`config.mk`:
```
export PLATFORM = sky130hd
export DESIGN_NAME = hazard_ctrl
export DESIGN_NICKNAME = d
export VERILOG_FILES = /design/src/rtl/hazard_ctrl.sv
export SDC_FILE = /design/constraint.sdc
export NUM_CORES = 1
export LEC_CHECK = 0
export ABC_AREA = 1
export CAP_MARGIN = 20
export CORE_ASPECT_RATIO = 0.8
export CORE_MARGIN = 5
export CORE_UTILIZATION = 45
export DETAILED_ROUTE_END_ITERATION = 10
export HOLD_SLACK_MARGIN = 0.12
export PLACE_DENSITY = 0.69
export SYNTH_ARGS = -nofsm -noshare
export SYNTH_HDL_FRONTEND = slang
export SYNTH_SLANG_ARGS = --single-unit
```
`constraint.sdc`:
```
create_clock -name clk -period 3.4 [get_ports clk]
set_clock_uncertainty 0.2 [all_clocks]
set_input_delay 0.51 -clock clk [delete_from_list [all_inputs] [get_ports clk]]
set_output_delay 0.51 -clock clk [all_outputs]
set_load 0.02 [all_outputs]
```
`src/rtl/hazard_ctrl.sv`:
```
// Stall/forward controller for a 5-stage MIPS pipeline: shadow scoreboard of E/M/W
// destinations with Tnew countdown, Tuse-based stalls, forwarding selects, and mult/div sequencing.
// Optional build macro STALL_CNT_EN adds a saturating 32-bit stall-cycle counter output.
module hazard_ctrl #(
  parameter int MULT_CYCLES = 5,
  parameter int DIV_CYCLES  = 10,
  parameter int CNT_W       = 4
) (
  input  logic       clk,
  input  logic       reset,
  input  logic [4:0] rs_d,
  input  logic [4:0] rt_d,
  input  logic [1:0] tuse_rs_d,
  input  logic [1:0] tuse_rt_d,
  input  logic [4:0] wreg_d,
  input  logic       regwrite_d,
  input  logic [1:0] tnew_d,
  input  logic       md_use_d,
  input  logic       md_start_d,
  input  logic       md_kind_d,
  output logic       stall,
  output logic [1:0] fwd_rs_d,
  output logic [1:0] fwd_rt_d,
  output logic [1:0] fwd_rs_e,
  output logic [1:0] fwd_rt_e,
  output logic       md_busy
`ifdef STALL_CNT_EN
  ,
  output logic [31:0] stall_cnt
`endif
);

  localparam logic [CNT_W-1:0] MULT_LOAD = CNT_W'(MULT_CYCLES);
  localparam logic [CNT_W-1:0] DIV_LOAD  = CNT_W'(DIV_CYCLES);

  logic             e_valid, m_valid, w_valid;
  logic [4:0]       e_wreg, m_wreg, w_wreg;
  logic [1:0]       e_tnew, m_tnew, w_tnew;
  logic [4:0]       e_rs, e_rt;
  logic             e_md_start, e_md_kind;
  logic [CNT_W-1:0] cnt;

  logic d_valid;
  logic hazard_rs, hazard_rt, hazard_md;

  function automatic logic [1:0] tnew_dec(input logic [1:0] t);
    return (t == 2'd0) ? 2'd0 : t - 2'd1;
  endfunction

  function automatic logic reg_hazard(
    input logic [4:0] s, input logic [1:0] tuse,
    input logic ev, input logic [4:0] ew, input logic [1:0] et,
    input logic mv, input logic [4:0] mw, input logic [1:0] mt
  );
    if (s == 5'd0 || tuse == 2'd3) return 1'b0;
    return (ev && ew == s && et > tuse) || (mv && mw == s && mt > tuse);
  endfunction

  // Youngest match decides; a not-yet-ready E match blocks an older ready M result.
  function automatic logic [1:0] sel_d(
    input logic [4:0] s,
    input logic ev, input logic [4:0] ew, input logic [1:0] et,
    input logic mv, input logic [4:0] mw, input logic [1:0] mt
  );
    if (s == 5'd0) return 2'd0;
    if (ev && ew == s) return (et == 2'd0) ? 2'd2 : 2'd0;
    if (mv && mw == s && mt == 2'd0) return 2'd1;
    return 2'd0;
  endfunction

  function automatic logic [1:0] sel_e(
    input logic [4:0] s,
    input logic mv, input logic [4:0] mw, input logic [1:0] mt,
    input logic wv, input logic [4:0] ww
  );
    if (s == 5'd0) return 2'd0;
    if (mv && mw == s && mt == 2'd0) return 2'd1;
    if (wv && ww == s) return 2'd2;
    return 2'd0;
  endfunction

  assign d_valid = regwrite_d && (wreg_d != 5'd0);
  assign md_busy = (cnt != '0);

  always_comb begin
    hazard_rs = reg_hazard(rs_d, tuse_rs_d, e_valid, e_wreg, e_tnew, m_valid, m_wreg, m_tnew);
    hazard_rt = reg_hazard(rt_d, tuse_rt_d, e_valid, e_wreg, e_tnew, m_valid, m_wreg, m_tnew);
    hazard_md = md_use_d && (e_md_start || md_busy);
    stall     = hazard_rs || hazard_rt || hazard_md;
  end

  always_comb begin
    fwd_rs_d = sel_d(rs_d, e_valid, e_wreg, e_tnew, m_valid, m_wreg, m_tnew);
    fwd_rt_d = sel_d(rt_d, e_valid, e_wreg, e_tnew, m_valid, m_wreg, m_tnew);
    fwd_rs_e = sel_e(e_rs, m_valid, m_wreg, m_tnew, w_valid, w_wreg);
    fwd_rt_e = sel_e(e_rt, m_valid, m_wreg, m_tnew, w_valid, w_wreg);
  end

  always_ff @(posedge clk or posedge reset) begin
    if (reset) begin
      w_valid <= 1'b0;
      w_wreg  <= '0;
      w_tnew  <= '0;
      m_valid <= 1'b0;
      m_wreg  <= '0;
      m_tnew  <= '0;
    end else begin
      w_valid <= m_valid;
      w_wreg  <= m_wreg;
      w_tnew  <= tnew_dec(m_tnew);
      m_valid <= e_valid;
      m_wreg  <= e_wreg;
      m_tnew  <= tnew_dec(e_tnew);
    end
  end

  // A stalled D instruction stays in D; E receives a bubble instead.
  always_ff @(posedge clk or posedge reset) begin
    if (reset) begin
      e_valid    <= 1'b0;
      e_wreg     <= '0;
      e_tnew     <= '0;
      e_rs       <= '0;
      e_rt       <= '0;
      e_md_start <= 1'b0;
      e_md_kind  <= 1'b0;
    end else if (stall) begin
      e_valid    <= 1'b0;
      e_wreg     <= '0;
      e_tnew     <= '0;
      e_rs       <= '0;
      e_rt       <= '0;
      e_md_start <= 1'b0;
      e_md_kind  <= 1'b0;
    end else begin
      e_valid    <= d_valid;
      e_wreg     <= wreg_d;
      e_tnew     <= tnew_d;
      e_rs       <= rs_d;
      e_rt       <= rt_d;
      e_md_start <= md_start_d;
      e_md_kind  <= md_kind_d;
    end
  end

  always_ff @(posedge clk or posedge reset) begin
    if (reset) begin
      cnt <= '0;
    end else if (e_md_start) begin
      cnt <= e_md_kind ? DIV_LOAD : MULT_LOAD;
    end else if (cnt != '0) begin
      cnt <= cnt - 1'b1;
    end
  end

`ifdef STALL_CNT_EN
  always_ff @(posedge clk or posedge reset) begin
    if (reset) begin
      stall_cnt <= '0;
    end else if (stall && stall_cnt != 32'hFFFF_FFFF) begin
      stall_cnt <= stall_cnt + 32'd1;
    end
  end
`endif

endmodule

```
==> results of run 1 <==
[placed cells by master, fill, tap and decap left out]
cell type / count
nand2_1: 64
inv_1: 46
dfrtp_1: 38
clkdlybuf4s50_1: 36
nor2_1: 27
nor2_2: 21
inv_2: 11
nand3_1: 10
ha_1: 10
a21oi_1: 9
o21ai_0: 8
xor2_1: 8
nor3_1: 6
o22ai_1: 5
a211oi_1: 5
nand4_1: 5
clkbuf_8: 5
nor4_1: 3
o21ai_1: 3
nand3_2: 3
xnor2_1: 2
clkinv_2: 2
buf_4: 2
nor3b_1: 1
nand2_2: 1
a21oi_2: 1
nor3_2: 1
nor2_4: 1
a22oi_1: 1
nand3b_1: 1
a221oi_1: 1
nor2b_1: 1
bufinv_16: 1
[final timing paths]
path                               from         to  slack (ps)  depth (start not counted)
min in group asynchronous         reset    e_rt[2]         420                          3
max in group asynchronous         reset  m_tnew[1]        2250                          3
setup reg to reg              e_tnew[1]    e_valid        1370                          9
setup / recovery           tuse_rt_d[1]      stall         190                          9
hold reg to reg               e_wreg[3]  m_wreg[3]         210                          0
hold / removal                e_wreg[3]  m_wreg[3]         210                          0
[registers in the layout, indices dropped and copies added, names as in the netlist]
| signal | cells |
|---|---|
| e_wreg | 5 |
| e_md_kind | 1 |
| m_wreg | 5 |
| e_md_start | 1 |
| m_tnew | 2 |
| w_valid | 1 |
| w_wreg | 5 |
| e_rs | 5 |
| e_rt | 5 |
| cnt | 4 |
| e_tnew | 2 |
| m_valid | 1 |
| e_valid | 1 |
[power breakdown]
part / leakage [uW] / switching [uW] / internal [uW] / total (uW)
Combinational: 0.000877 / 213 / 159 / 372
Sequential: 0.000485 / 66.6 / 520 / 587
Clock: 0.0000579 / 165 / 216 / 381
[per-stage QoR]
stage | total power (uW) | setup slack (ps) | area [um2] | std cells
finish | 1340 | 191 | 2820 | 401
global route | 1430 | 74.7 | 2820 | 401
CTS | 1350 | 182 | 2820 | 401
detailed placement | 969 | 188 | 2710 | 393
global placement | 961 | 237 | 2710 | 393
floorplan | 850 | 1150 | 2280 | 296
[worst max-delay path: stages]
cell and delay (ps):
clkdlybuf4s50_1 470, inv_1 70, ha_1 310, a22oi_1 220, nand3_1 100, nand2_1 70, nand2_1 60, nand3_2 80
clkdlybuf4s50_1 600
[metal layers]
layer	wire length, um	vias to the layer above
li1	-	1014
met1	2530	874
met2	2270	42
met3	310	5
met4	40	0
met5	0	-
[logic make-up after synthesis]
kind of cell             Yosys count  share of synthesized area
AND/OR/NAND/NOR                  145                      0.299
XOR/XNOR                          10                     0.0384
buffers and inverters             60                      0.106
flip-flops                        38                      0.417
AO/OA/AOI/OAI                     33                     0.0850
adder cells (fa/ha/maj)           10                     0.0549
[area by class of cell]
type                    instances  area [um2]
clock buffers                   5        68.8
clock inverters                 3        40.0
fillers                       482        2130
inverters                      57         214
multi-input cells             198        1090
flip-flops and latches         38         951
well taps                      62        77.6
repair buffers                 38         375
==> out/results.ini, run 1 <==
[synth]
syn-instance-count = 296
syn_area_um2 = 2280
synth_top_area_frac = 0.417
synth_edf_count = 0
ys_ff_latch = 38
synth_warnings = 0
yosysUniqueCellTypes = 30
synth-main-ff-cell = dfrtp_1
yosys-top-cells-count = 64 x nand2_1, 46 x inv_1, 38 x dfrtp_1
synth-async-reset-ratio = 1.00
synthTopCellsByArea = dfrtp_1 42%, nand2_1 11%, inv_1 7.6%, nor2_2 5.8%, ha_1 5.5%
synth.most_common_cell = nand2_1
synth.yosys.seq_area_share = 0.417
avgSynthCellArea_um2 = 7.71
synth.largest_area_cell = dfrtp_1
syn_nets = 333

[clock_tree]
cts_buffers = 5
hold_buffers = 0
cts.sinks = 38
root_buffer = clkbuf_8
cts_setup_buffers = 0
cts_buffer_depth = 2
clock_latency_ps = 300
htree_levels = 2
cts_resized = 0
cts_tree = yes
path_clk_slew_ps = 80

[floorplan]
dieArea_um2 = 6600
die_y_um = 73.7
start_util = 0.461
core_area_um2 = 4950
die_w_um = 89.6
pin_count = 37
rows = 23

[sta]
setup_viol = 0
final.period_utilization = 0.944
rsz0062_at_grt = false
maxSlewViolCount = 0
finalHoldViolCount = 0
fin_crit_ps = 3210
timing.fmax_mhz = 312
holdWs_ps = 215
tns_ps = 0
slew_headroom = 0.684
worstMarginPinSlew_ps = 473

[setup_path]
cp-start-kind = primary input
worstPathArrival_ps = 2500
critical_path_class = in2out
cp_max_fo = 2
cp-end-kind = primary output
crit_required_ps = 2690

[global_routing]
met2_usage = 0.262
grt_antenna_before_repair = 0
grtUsageMet3 = 0.0527
track_usage = 0.174
grt_pass1_wl_um = 8660
grt_pass1_vias = 1878
grt-ovfl-total = 0
use_met1 = 0.246
grt_max_degree = 39
grt-busiest-layer = met2

[routing]
dr.pass1.iters = 4
post-route-drc-count = 0
ant_nets = 0
routed_wl_um = 5150
vias = 1935
wl_per_cell_um = 12.9
drtIter0Drc = 99
vias_per_cell = 4.83

[run_status]
status = finished, final reports clean

[job]
maxCapViolCount = 0

[power]
peakVddDrop_uv = 262
p_leak_uw = 0.00142
p_per_area_nw_per_um2 = 476

[placed_design]
io_buffers = 36
gp_congestion = 0.870
hpwlAfterDp_um = 4090

[layout]
diodes = 0
final_util = 0.569
final_layout_size_suffix_gt1_frac = 0.145
syn_to_final_growth_pct = 23.4
nets = 375

[worst_hold_path]
hp-class = reg2reg

No activity file was read; power rests on OpenSTA's default activity.
==> inputs of run 2 (changes only) <==
CAP_MARGIN = 15   (was 20)
==> results of run 2 <==
Final layout, timing and power as in run 1 (identical DEF).
==> inputs of run 3 (changes only) <==
CORE_UTILIZATION = 50   (was 45)
CTS_BUF_LIST = sky130_fd_sc_hd__clkbuf_8   (was default)
PLACE_DENSITY = 0.75   (was 0.69)
==> run 3 against run 2 <==
Flip-flop and latch count is the same. Highest routed layer unchanged. Clock-buffer cell count grew 1. Wire length shrank 3.3%. Hold slack lost 6.6 ps. Fmax grew 0.49%. Non-clock buffer count is the same. First-iteration DRC count grew 9.1%.
==> out/results.ini, run 3 (same netlist as run 1, synthesis figures left out) <==
[routing]
post-route-drc-count = 0  ; unchanged
dr.pass1.iters = 4  ; unchanged
routed_wl_um = 4980  ; -3.3%
vias = 1984  ; +2.5%
drtIter0Drc = 108  ; +9.1%
wl_per_cell_um = 12.6  ; -2.3%
ant_nets = 0  ; unchanged
vias_per_cell = 5.00  ; +3.6%

[global_routing]
grt_pass1_vias = 1947  ; +3.7%
track_usage = 0.181  ; +0.00726
grt_max_degree = 21  ; -46%
grt_antenna_before_repair = 0  ; unchanged
grt-ovfl-total = 0  ; unchanged
grt_pass1_wl_um = 8740  ; +0.88%

[power]
pwr-share-seq = 0.467  ; +0.029
peakVddDrop_uv = 250  ; -4.7%
p_sw_frac = 0.336  ; +0.00395
p_per_area_nw_per_um2 = 452  ; -5.1%
p_leak_uw = 0.00140  ; -1.0%
combPwrFrac = 0.298  ; +0.020
p_int_uw = 836  ; -6.6%
power.share.clock = 0.235  ; -0.049
switchingPower_uw = 422  ; -4.9%

[clock_tree]
path_clk_slew_ps = 70  ; about the same
cts.sinks = 38  ; unchanged
cts_setup_buffers = 0  ; unchanged
cts_tree = yes
cts_resized = 0  ; unchanged
htree_levels = 2  ; unchanged
hold_buffers = 0  ; unchanged
cts_buffers = 5  ; unchanged
root_buffer = clkbuf_8
clock_latency_ps = 280  ; -20 ps
cts_buffer_depth = 2  ; unchanged

[floorplan]
core_area_um2 = 4510  ; -8.8%
die_y_um = 70.4  ; -4.4%
pin_count = 37  ; unchanged
die_w_um = 85.5  ; -4.6%
dieArea_um2 = 6020  ; -8.8%
rows = 22  ; -4.3%
start_util = 0.505  ; +0.0444

[worst_hold_path]
hold_path_depth = 0  ; unchanged
hp-class = reg2reg

[layout]
diodes = 0  ; unchanged
final_util = 0.617  ; +0.0485
final_cell_mix = 64 x nand2_1, 46 x inv_1, 38 x dfrtp_1
final_layout_size_suffix_gt1_frac = 0.139  ; -0.00508
nets = 375  ; unchanged
syn_to_final_growth_pct = 22.2
final_common_cell = nand2_1

[sta]
finalHoldViolCount = 0  ; unchanged
setup_viol = 0  ; unchanged
final.period_utilization = 0.939  ; -0.00458
fin_crit_ps = 3190  ; -15.6 ps
rsz0062_at_grt = false
tns_ps = 0  ; unchanged
timing.fmax_mhz = 313  ; +0.49%
worstMarginPinSlew_ps = 712  ; +239 ps
maxSlewViolCount = 0  ; unchanged
slew_headroom = 0.525  ; -0.160
fin_ws_ps = 207  ; +15.6 ps

[setup_path]
cp_max_fo = 2  ; unchanged
critical_path_class = in2out
cp-start-kind = primary input
r2r_slack_ps = 1390  ; +20 ps
cpMaxStageDelayCell = clkdlybuf4s50_1
path_depth = 11  ; +2
crit_chain = clkdlybuf4s50_1, inv_1, ha_1, nand2_1, inv_1, nor2_1, nand4_1, nand2_1, nand2_1, nand3_2, clkdlybuf4s50_1
path_buf_inv = 4  ; +1
cp_top_family = buffers and inverters
cp_common_cell = nand2_1
cp_slowest_stage_delay_ps = 610  ; about the same
r2r_cells = 11  ; +2
crit_required_ps = 2690  ; about the same
cp-end-kind = primary output
worstPathArrival_ps = 2480  ; -20 ps

[placed_design]
io_buffers = 36  ; unchanged
place_ws_ps = 198  ; +9.42 ps
gp_congestion = 0.893  ; +2.7%
hpwlAfterDp_um = 4100  ; +0.13%

[run_status]
status = finished, final reports clean

[job]
maxCapViolCount = 0  ; unchanged

[run 3: cell count changes in the layout (fill, tap and decap cells not counted)]
cell,change
clkinv_2,-2
bufinv_16,-1
clkbuf_8,+1
[run 3: cell type report]
class	count	area (um2)
clock buffer	6	82.6
fill	440	1730
inverter	57	214
multi-input combinational	198	1090
sequential	38	951
tap	60	75.1
timing repair buffer	38	375
[run 3: worst paths after layout]
kind / startpoint / endpoint
worst max-delay path: tuse_rs_d[1] / stall
worst min-delay path: e_wreg[3] / m_wreg[3]
worst min register to register: e_wreg[3] / m_wreg[3]
min in group asynchronous: reset / e_rt[2]
worst max register to register: e_tnew[0] / e_valid
max in group asynchronous: reset / e_tnew[0]
[run 3: power groups by stage]
stage	Sequential [uW]	Combinational, uW	Clock (uW)
after floorplan	573	277	0
after global placement	593	365	0
after detailed placement	594	377	0
after CTS	587	378	304
after global routing	596	430	323
final	587	375	296
[run 3: stage by stage]
step                total power, uW  hold slack, ps  cell area, um2  std cells
floorplan                       850             149            2280        296
detailed placement              971             201            2700        391
global route                   1350             224            2790        397
CTS                            1270             211            2790        397
finish                         1260             208            2790        397
global placement                959             199            2700        391
[run 3: metal layers]
layer | GRT usage | part of all wire | wire length, um
met5 | 0 | 0 | 0
met1 | 0.235 | 0.45 | 2250
met2 | 0.304 | 0.49 | 2440
met4 | 0.0615 | 0.012 | 62
met3 | 0.0307 | 0.047 | 232
